`src/rtl/load_store_unit_if.sv`:
```
// ----------------------------------------------------------------------------
// load_store_unit_if
// Bundles every signal of the load/store unit except clk/rst: the issue
// handshake, the D_cache request/response pair, the CDB broadcast, the flush
// and a debug view of the FSM state.
//   slave  : the load/store unit itself
//   master : the environment (issue stage, D_cache, CDB arbiter, testbench)
//
// Handshake semantics:
//   - Issue: an op transfers on a rising edge where ls_valid && ls_ready.
//     ls_ready is high only while the unit is idle.
//   - D_cache: cache_read/cache_write is a request that stays asserted, with
//     address, data and size held constant, until an edge with
//     cache2proc_valid. That edge completes the access. Read and write are
//     never asserted together.
//   - CDB: cdb_valid stays high and cdb_tag/cdb_value/cdb_exc stay constant
//     until an edge with cdb_grant. That edge retires the result.
// ----------------------------------------------------------------------------
interface load_store_unit_if #(
    parameter int XLEN  = 32,
    parameter int TAG_W = 5
);
    logic             flush;
    logic             ls_valid;
    logic             ls_ready;
    logic             ls_is_store;
    logic [XLEN-1:0]  ls_base;
    logic [XLEN-1:0]  ls_offset;
    logic [XLEN-1:0]  ls_store_data;
    logic [2:0]       ls_size;
    logic [TAG_W-1:0] ls_tag;
    logic             cache_read;
    logic             cache_write;
    logic [XLEN-1:0]  proc2cache_addr;
    logic [XLEN-1:0]  proc2cache_data;
    logic [2:0]       proc2cache_size;
    logic [XLEN-1:0]  cache2proc_data;
    logic             cache2proc_valid;
    logic             cdb_valid;
    logic [TAG_W-1:0] cdb_tag;
    logic [XLEN-1:0]  cdb_value;
    logic             cdb_exc;
    logic             cdb_grant;
    logic [1:0]       state_dbg;

    modport slave (
        input  flush, ls_valid, ls_is_store, ls_base, ls_offset, ls_store_data,
               ls_size, ls_tag, cache2proc_data, cache2proc_valid, cdb_grant,
        output ls_ready, cache_read, cache_write, proc2cache_addr, proc2cache_data,
               proc2cache_size, cdb_valid, cdb_tag, cdb_value, cdb_exc, state_dbg
    );

    modport master (
        output flush, ls_valid, ls_is_store, ls_base, ls_offset, ls_store_data,
               ls_size, ls_tag, cache2proc_data, cache2proc_valid, cdb_grant,
        input  ls_ready, cache_read, cache_write, proc2cache_addr, proc2cache_data,
               proc2cache_size, cdb_valid, cdb_tag, cdb_value, cdb_exc, state_dbg
    );
endinterface

```
`src/rtl/load_store_unit.sv`:
```
// ----------------------------------------------------------------------------
// load_store_unit
// Single-entry load/store execution unit in front of a word-only D_cache.
// It accepts one op from issue and computes the effective address. It then
// runs the cache access and broadcasts the result on the CDB. Byte and half
// loads are extracted and extended here. Byte and half stores do a
// read-modify-write of the containing word.
// Ports:
//   clk  - clock
//   rst  - asynchronous, active-high reset
//   bus  - load_store_unit_if.slave (issue, D_cache, CDB, flush, state_dbg)
// ----------------------------------------------------------------------------
module load_store_unit #(
    parameter int XLEN  = 32,
    parameter int TAG_W = 5
) (
    input  logic                    clk,
    input  logic                    rst,
    load_store_unit_if.slave        bus
);
    typedef enum logic [1:0] {
        IDLE = 2'd0,
        RD   = 2'd1,
        WR   = 2'd2,
        DONE = 2'd3
    } state_t;

    state_t           state_q;
    logic [XLEN-1:0]  addr_q;
    logic [XLEN-1:0]  data_q;      // store data, replaced by the merged word after RD
    logic [XLEN-1:0]  word_q;      // word returned by the cache for loads / RMW
    logic [2:0]       size_q;
    logic             is_store_q;
    logic [TAG_W-1:0] tag_q;
    logic             exc_q;

    logic [XLEN-1:0]  addr_d;
    logic             misaligned_d;

    // Lane from the low address bits, then sign or zero extension (size[2] = unsigned).
    function automatic logic [XLEN-1:0] load_extract(input logic [XLEN-1:0] w,
                                                     input logic [1:0]      off,
                                                     input logic [2:0]      sz);
        logic [7:0]  b;
        logic [15:0] h;
        b = w[{off, 3'b000} +: 8];
        h = w[{off[1], 4'b0000} +: 16];
        case (sz[1:0])
            2'b00:   return sz[2] ? {{(XLEN-8){1'b0}}, b}  : {{(XLEN-8){b[7]}}, b};
            2'b01:   return sz[2] ? {{(XLEN-16){1'b0}}, h} : {{(XLEN-16){h[15]}}, h};
            default: return w;
        endcase
    endfunction

    // Replace the addressed byte/half of the read word with the store data.
    function automatic logic [XLEN-1:0] store_merge(input logic [XLEN-1:0] w,
                                                    input logic [XLEN-1:0] d,
                                                    input logic [1:0]      off,
                                                    input logic [2:0]      sz);
        logic [XLEN-1:0] r;
        r = w;
        case (sz[1:0])
            2'b00:   r[{off, 3'b000} +: 8]     = d[7:0];
            2'b01:   r[{off[1], 4'b0000} +: 16] = d[15:0];
            default: r = d;
        endcase
        return r;
    endfunction

    // size[1] set means a word access; 2'b00 byte, 2'b01 half.
    always_comb begin
        addr_d       = bus.ls_base + bus.ls_offset;
        misaligned_d = (bus.ls_size[1:0] == 2'b01 && addr_d[0]) ||
                       (bus.ls_size[1] && addr_d[1:0] != 2'b00);
    end

    always_ff @(posedge clk or posedge rst) begin
        if (rst) begin
            state_q    <= IDLE;
            addr_q     <= '0;
            data_q     <= '0;
            word_q     <= '0;
            size_q     <= '0;
            is_store_q <= 1'b0;
            tag_q      <= '0;
            exc_q      <= 1'b0;
        end else if (bus.flush) begin
            // A write completing in this same cycle has reached the cache;
            // only its CDB result is dropped.
            state_q <= IDLE;
            exc_q   <= 1'b0;
        end else begin
            case (state_q)
                IDLE: begin
                    if (bus.ls_valid) begin
                        addr_q     <= addr_d;
                        data_q     <= bus.ls_store_data;
                        size_q     <= bus.ls_size;
                        is_store_q <= bus.ls_is_store;
                        tag_q      <= bus.ls_tag;
                        word_q     <= '0;
                        exc_q      <= misaligned_d;
                        if (misaligned_d)
                            state_q <= DONE;
                        else if (bus.ls_is_store && bus.ls_size[1])
                            state_q <= WR;
                        else
                            state_q <= RD;
                    end
                end
                RD: begin
                    if (bus.cache2proc_valid) begin
                        word_q <= bus.cache2proc_data;
                        if (is_store_q) begin
                            data_q  <= store_merge(bus.cache2proc_data, data_q,
                                                   addr_q[1:0], size_q);
                            state_q <= WR;
                        end else begin
                            state_q <= DONE;
                        end
                    end
                end
                WR: begin
                    if (bus.cache2proc_valid)
                        state_q <= DONE;
                end
                DONE: begin
                    if (bus.cdb_grant) begin
                        state_q <= IDLE;
                        exc_q   <= 1'b0;
                    end
                end
                default: state_q <= IDLE;
            endcase
        end
    end

    assign bus.ls_ready        = (state_q == IDLE);
    assign bus.cache_read      = (state_q == RD);
    assign bus.cache_write     = (state_q == WR);
    assign bus.proc2cache_addr = addr_q;
    assign bus.proc2cache_data = data_q;
    assign bus.proc2cache_size = 3'b010;
    assign bus.cdb_valid       = (state_q == DONE);
    assign bus.cdb_tag         = tag_q;
    assign bus.cdb_exc         = exc_q;
    assign bus.cdb_value       = (is_store_q || exc_q) ? '0
                                 : load_extract(word_q, addr_q[1:0], size_q);
    assign bus.state_dbg       = state_q;
endmodule

```
`src/flat_wrapper.sv`:
```
// flat-port wrapper written by rule: the top's interface ports become plain ports
module load_store_unit_flat 
#(
    parameter int XLEN  = 32,
    parameter int TAG_W = 5
)
  (clk, rst, bus_flush, bus_ls_valid, bus_ls_is_store, bus_ls_base, bus_ls_offset, bus_ls_store_data, bus_ls_size, bus_ls_tag, bus_cache2proc_data, bus_cache2proc_valid, bus_cdb_grant, bus_ls_ready, bus_cache_read, bus_cache_write, bus_proc2cache_addr, bus_proc2cache_data, bus_proc2cache_size, bus_cdb_valid, bus_cdb_tag, bus_cdb_value, bus_cdb_exc, bus_state_dbg);
  load_store_unit_if #(.XLEN(XLEN), .TAG_W(TAG_W)) bus_i ();
  input  logic clk;
  input  logic rst;
  input wire logic [$bits(bus_i.flush)-1:0] bus_flush;
  input wire logic [$bits(bus_i.ls_valid)-1:0] bus_ls_valid;
  input wire logic [$bits(bus_i.ls_is_store)-1:0] bus_ls_is_store;
  input wire logic [$bits(bus_i.ls_base)-1:0] bus_ls_base;
  input wire logic [$bits(bus_i.ls_offset)-1:0] bus_ls_offset;
  input wire logic [$bits(bus_i.ls_store_data)-1:0] bus_ls_store_data;
  input wire logic [$bits(bus_i.ls_size)-1:0] bus_ls_size;
  input wire logic [$bits(bus_i.ls_tag)-1:0] bus_ls_tag;
  input wire logic [$bits(bus_i.cache2proc_data)-1:0] bus_cache2proc_data;
  input wire logic [$bits(bus_i.cache2proc_valid)-1:0] bus_cache2proc_valid;
  input wire logic [$bits(bus_i.cdb_grant)-1:0] bus_cdb_grant;
  output wire logic [$bits(bus_i.ls_ready)-1:0] bus_ls_ready;
  output wire logic [$bits(bus_i.cache_read)-1:0] bus_cache_read;
  output wire logic [$bits(bus_i.cache_write)-1:0] bus_cache_write;
  output wire logic [$bits(bus_i.proc2cache_addr)-1:0] bus_proc2cache_addr;
  output wire logic [$bits(bus_i.proc2cache_data)-1:0] bus_proc2cache_data;
  output wire logic [$bits(bus_i.proc2cache_size)-1:0] bus_proc2cache_size;
  output wire logic [$bits(bus_i.cdb_valid)-1:0] bus_cdb_valid;
  output wire logic [$bits(bus_i.cdb_tag)-1:0] bus_cdb_tag;
  output wire logic [$bits(bus_i.cdb_value)-1:0] bus_cdb_value;
  output wire logic [$bits(bus_i.cdb_exc)-1:0] bus_cdb_exc;
  output wire logic [$bits(bus_i.state_dbg)-1:0] bus_state_dbg;
  assign bus_i.flush = bus_flush;
  assign bus_i.ls_valid = bus_ls_valid;
  assign bus_i.ls_is_store = bus_ls_is_store;
  assign bus_i.ls_base = bus_ls_base;
  assign bus_i.ls_offset = bus_ls_offset;
  assign bus_i.ls_store_data = bus_ls_store_data;
  assign bus_i.ls_size = bus_ls_size;
  assign bus_i.ls_tag = bus_ls_tag;
  assign bus_i.cache2proc_data = bus_cache2proc_data;
  assign bus_i.cache2proc_valid = bus_cache2proc_valid;
  assign bus_i.cdb_grant = bus_cdb_grant;
  assign bus_ls_ready = bus_i.ls_ready;
  assign bus_cache_read = bus_i.cache_read;
  assign bus_cache_write = bus_i.cache_write;
  assign bus_proc2cache_addr = bus_i.proc2cache_addr;
  assign bus_proc2cache_data = bus_i.proc2cache_data;
  assign bus_proc2cache_size = bus_i.proc2cache_size;
  assign bus_cdb_valid = bus_i.cdb_valid;
  assign bus_cdb_tag = bus_i.cdb_tag;
  assign bus_cdb_value = bus_i.cdb_value;
  assign bus_cdb_exc = bus_i.cdb_exc;
  assign bus_state_dbg = bus_i.state_dbg;
  load_store_unit #(.XLEN(XLEN), .TAG_W(TAG_W)) u_core (.clk(clk), .rst(rst), .bus(bus_i));
endmodule
```
`config.mk`:
```
export PLATFORM = sky130hd
export DESIGN_NAME = load_store_unit_flat
export DESIGN_NICKNAME = d
export VERILOG_FILES = /design/src/rtl/load_store_unit_if.sv /design/src/rtl/load_store_unit.sv /design/src/flat_wrapper.sv
export SDC_FILE = /design/constraint.sdc
export NUM_CORES = 1
export LEC_CHECK = 0
export BUFFER_PORTS_ARGS = -buffer_cell sky130_fd_sc_hd__buf_4
export CAP_MARGIN = 20
export CORE_ASPECT_RATIO = 1.5
export CORE_MARGIN = 2
export CORE_UTILIZATION = 55
export CTS_CLUSTER_DIAMETER = 60
export DETAILED_ROUTE_END_ITERATION = 6
export GPL_ROUTABILITY_DRIVEN = 0
export PLACE_DENSITY = 0.87
export SYNTH_ARGS = -nofsm -noshare
export SYNTH_HDL_FRONTEND = slang
export SYNTH_SLANG_ARGS = --single-unit
```
`constraint.sdc`:
```
create_clock -name clk -period 6.9 [get_ports clk]
set_input_delay 1.38 -clock clk [delete_from_list [all_inputs] [get_ports clk]]
set_output_delay 1.38 -clock clk [all_outputs]
set_load 0.01 [all_outputs]
```
# Word-level counts from Yosys, hierarchy flattened
# Index checks and enable logic that the tools add are counted.
# totals
latchBits	0
romBits	0
elab_cells	73
n_memories	0
output_inout_bits	111
mem_bits_rw	0
regBits	108
# classes
div	0
eq_ne	13
n_reduce_logical	15
add_sub_neg	3
bitwise	1
mux	27
magnitude_cmp	0
n_shift	6
multipliers	0
# op_table
operator	n
2-to-1 mux 32 bit	8
case mux 32 bit (2 select lines)	4
bitwise mux 32 bit	2
adder 32 bit	1
variable shift 16 x 7 -> 32 bit, first input constant	1
variable shift 8 x 7 -> 32 bit, first input constant	1
indexed part select 16 x 7 -> 32 bit	1
indexed part select 32 x 6 -> 16 bit	1
indexed part select 32 x 6 -> 8 bit	1
indexed part select 8 x 7 -> 32 bit	1
2-to-1 mux 2 bit	7
negator 5 -> 7 bit	2
inequality test 3 bit, second input constant	4
case mux 2 bit (4 select lines)	1
AND reduction 4 bit	2
equality test 2 x 1 -> 1 bit, second input constant	3
AND reduction 3 bit	2
AND reduction 6 bit	1
equality test 2 bit, second input constant	2
logical NOT 2 bit	2
2-to-1 mux 1 bit	4
inequality test 2 bit, second input constant	2
nonzero test 2 bit	2
logical AND 1 bit	3
6 further kinds	7

# Depth between registers and ports, before layout
# depth
word_depth	8
depth_mapped	13
depth_no_buf	13

# Worst setup path after synthesis
# Ideal clock, no wire load.
# synth_path
path_type	input-to-reg
start	in bus_ls_offset[0]
end	reg u_core.addr_q[28] (netlist: u_core.bus.proc2cache_addr[28])
arrival_ns	3.685
cell_stages	12
slack_ns	3.129
required_ns	6.814
cell_sequence	ha_1 inv_1 fa_1 nor2b_2 o31ai_2 a21oi_4 a2111oi_1 o31a_1 o21ai_2 a21oi_2 or4_1 a32oi_1
# synth_via
elab_chain_len	1
# synth_rtl
item	line_no	text
start: declaration	flat_wrapper.sv:15	input wire logic [$bits(bus_i.ls_offset)-1:0] bus_ls_offset;
adder 32 bit	load_store_unit.sv:72	addr_d = bus.ls_base + bus.ls_offset;
end signal: assignment	load_store_unit.sv:96	addr_q <= addr_d;
end: declaration	load_store_unit.sv:29	logic [XLEN-1:0] addr_q;
# No other way between the ends.
# A chain may end at the register's enable or synchronous reset.

# Final worst setup path
# layout_path
start	reg u_core.addr_q[1] (netlist: u_core.bus.proc2cache_addr[1])
end	out bus_cdb_value[25]
# layout_via
elab_chain_len	4
elab_cells_between_ends	6
# layout_rtl
item	line_no	text
indexed part select 32 x 6 -> 16 bit / indexed part select 32 x 6 -> 8 bit (equally long branches)	load_store_unit.sv:47, load_store_unit.sv:46	
2-to-1 mux 32 bit (on tied branches)	load_store_unit.sv:50, load_store_unit.sv:49	
case mux 32 bit (2 select lines) *	load_store_unit.sv:48	case (sz[1:0])
2-to-1 mux 32 bit *	load_store_unit.sv:147	assign bus.cdb_value = (is_store_q || exc_q) ? '0
end: declaration	flat_wrapper.sv:30	output wire logic [$bits(bus_i.cdb_value)-1:0] bus_cdb_value;
# Mark *: on every way between the ends. The rest lies on a longest branch, timed or not.

==> results.tsv <==
metric	value	unit
cts.path.max_buffers	2	
min_from	u_core.bus.proc2cache_addr[18]	
cts_max_level	3	
antenna_found_initial	0	
avgSynthCellArea	7.987	µm²
async_flop_share	100.0	%
peakVddDrop	0.0002202	V
ys_ff_latch	108	
clk_pin_slew	0.07	ns
grt_pass1_vias	6872	
finalSetupViolations	0	
tritoncts	yes	
rsz0062_at_grt	false	
worstMarginPinSlew	0.9971	ns
worst_r2r_path_depth	10	
dieArea	0.01387	mm²
synth.area.top_cells	dfrtp_1 38%, nand2_1 9.2%, ha_1 7.0%, a21oi_1 6.5%, o21ai_0 5.5%	
timing.rr.start	u_core.bus.state_dbg[1]	
dr.pass1.iters	6	
drtIter0Drc	408	
numPortBuffers	250	
place_ws	2.779	ns
tns	0	ns
slew_headroom	33.02	%
fin_ws	2.357	ns
drv_cap	0	
num_rows	50	
worstSetupPathType	register to output port	
grt_first_pass_wirelength	35130	µm
hold_buffers	0	
status	finished clean	
ys_types	59	
fmax	220.1	MHz
cp-start-kind	register	
finalMaxSlewViolations	0	
drt_wl_total	22450	µm
wl_per_cell	17.74	µm
min_path_cells	2	
clkSinkCount	108	
cts_root_buffer	clkbuf_16	
syn_to_final_growth	31.03	%
period_share	65.85	%
io_pins	254	
initial_core_util	56.53	%
cp_num_buf_inv	1	
path_max_fanout	30	
post-route-min-period	4.543	ns
r2r_end	u_core.bus.proc2cache_data[3]	
yosys_warnings	0	
gr-total-overflow	0	
cp.required	5.52	ns
vias	7433	
syn_inst	890	
yosysSeqAreaShare	38.02	%
leakage	4.460	nW
r2r_slack	3.87	ns
yosysTopAreaCell	dfrtp_1	
fillers	990	
clk_latency	0.35	ns
finalHoldViolCount	0	
numCtsBuffers	9	
fin_total_pwr	0.003788	W
layout-drive-gt1-share	26.42	%
yosysTopAreaCellShare	38.02	%
crit_family	compound AO/OA/AOI/OAI gates	
fin_worst_skew	0.01221	ns
dpl.hpwl	17290	µm
dieHeight	143.2	µm
powerDensity	406.7	mW/mm²
cts_resized	0	
slowest_stage	dfrtp_1	
synth.cell_area	0.007108	mm²
drtAntennaViolNets	0	
grt_max_degree	104	
worstPathArrival	3.16	ns
synth_top_flop_cell	dfrtp_1	
end_kind	output port	
gr-usage-all-layers	31.44	%
via_per_inst	5.876	
hold_end	u_core.bus.proc2cache_addr[18]	
hold_class	register to register	
synth_edf_count	0	
final_common_cell	buf_4	
antenna_cells	0	
drc	0	
final_cell_mix	257 x buf_4, 174 x nand2_1, 108 x dfrtp_1	
core	0.01257	mm²
post-cts-setup-buffer-count	0	
nNetsFinal	1288	
slowest_delay	0.94	ns
fp.dieW	96.82	µm
path_cells	nand2_1 -> o21ai_1 -> nor2_1 -> a2111oi_0 -> nor2_1 -> a21oi_1 -> o21ai_1 -> a21oi_1 -> buf_4	
==> cells in the mapped netlist, types with 3 or more instances <==
cell / number
a211o_1: 3
a211oi_1: 4
a21o_1: 20
a21oi_1: 92
a221oi_1: 8
a222oi_1: 8
a22oi_1: 16
a31oi_1: 11
and3_1: 3
buf_1: 5
buf_4: 3
clkbuf_1: 48
dfrtp_1: 108
ha_1: 40
inv_1: 39
mux2_2: 10
nand2_1: 174
nand2b_1: 16
nand3_1: 16
nand4_1: 8
nor2_1: 42
nor2b_1: 16
nor3_1: 4
o21a_1: 3
o21ai_0: 78
o21ai_1: 47
o21bai_1: 4
xnor2_1: 14
xor2_1: 14
==> how the worst max path moves through the flow <==
stage | startpoint | end | cells past startpoint
global route | u_core.bus.proc2cache_addr[1] | bus_cdb_value[29] | 9
finish | u_core.bus.proc2cache_addr[1] | bus_cdb_value[25] | 9
CTS | u_core.bus.proc2cache_addr[1] | bus_cdb_value[25] | 9
global placement | bus_ls_base[0] | u_core.bus.proc2cache_addr[28] | 13
floorplan | rst | u_core.bus.cdb_exc | 1
detailed placement | u_core.bus.proc2cache_addr[1] | bus_cdb_value[25] | 9
==> logic make-up after synthesis <==
logic type | after synthesis | synth area share [%]
simple gates | 288 | 17.50
xor+xnor | 28 | 3.450
buf+inv | 95 | 5.175
mux | 12 | 1.866
compound gates | 316 | 26.56
flops | 108 | 38.02
fa+ha+maj | 41 | 7.323
other cells | 2 | 0.1057
==> worst register-to-register path, cell delays in order, from the launching register on <==
cell	delay (ns)
dfrtp_1	0.43
inv_1	0.11
ha_1	0.30
mux2i_1	0.11
or3_1	0.35
buf_4	0.29
nand2b_1	0.50
a31oi_1	0.39
clkbuf_4	0.29
nor2_1	0.06
a21oi_1	0.12
==> per-stage QoR <==
stage               util, %  hold slack [ns]  instances  instance area, µm²
global route          74.07           0.5047       1265                9314
floorplan                 -           0.4498        891                7112
global placement      71.67           0.4617       1247                9012
CTS                   73.95           0.4860       1263                9299
detailed placement    71.67           0.4714       1247                9012
finish                74.07           0.4788       1265                9314
==> power breakdown <==
part	internal, W	switching, W
sequential	0.000938	0.000324
clock	0.000258	0.000243
combinational	0.000868	0.00116
==> metal layers <==
metal  vias to the layer above  track usage, %  routed length [µm]
met1                      3445           35.56                7891
met3                        66           5.923                1697
li1                       3542               -                   -
met5                         -               0                   0
met2                       380           56.83               11780
met4                         0           15.27                1073
==> registers in the layout, summed over array words and instances, names as in the netlist <==
signal	cells
u_core.bus.cdb_tag	5
u_core.bus.proc2cache_data	32
u_core.bus.proc2cache_addr	32
u_core.bus.cdb_exc	1
u_core.is_store_q	1
u_core.size_q	3
u_core.word_q	32
u_core.bus.state_dbg	2
==> final cells by class <==
| type | instances | area [µm²] | area share, % |
|---|---|---|---|
| repair buffers | 258 | 1937 | 20.80 |
| inverters | 39 | 148.9 | 1.599 |
| flip-flops and latches | 108 | 2703 | 29.02 |
| clock buffers | 10 | 239.0 | 2.566 |
| well taps | 156 | 195.2 | 2.096 |
| multi-input cells | 688 | 4044 | 43.42 |
| clock inverters | 6 | 47.55 | 0.5105 |
No activity file was read; power rests on OpenSTA's default activity.
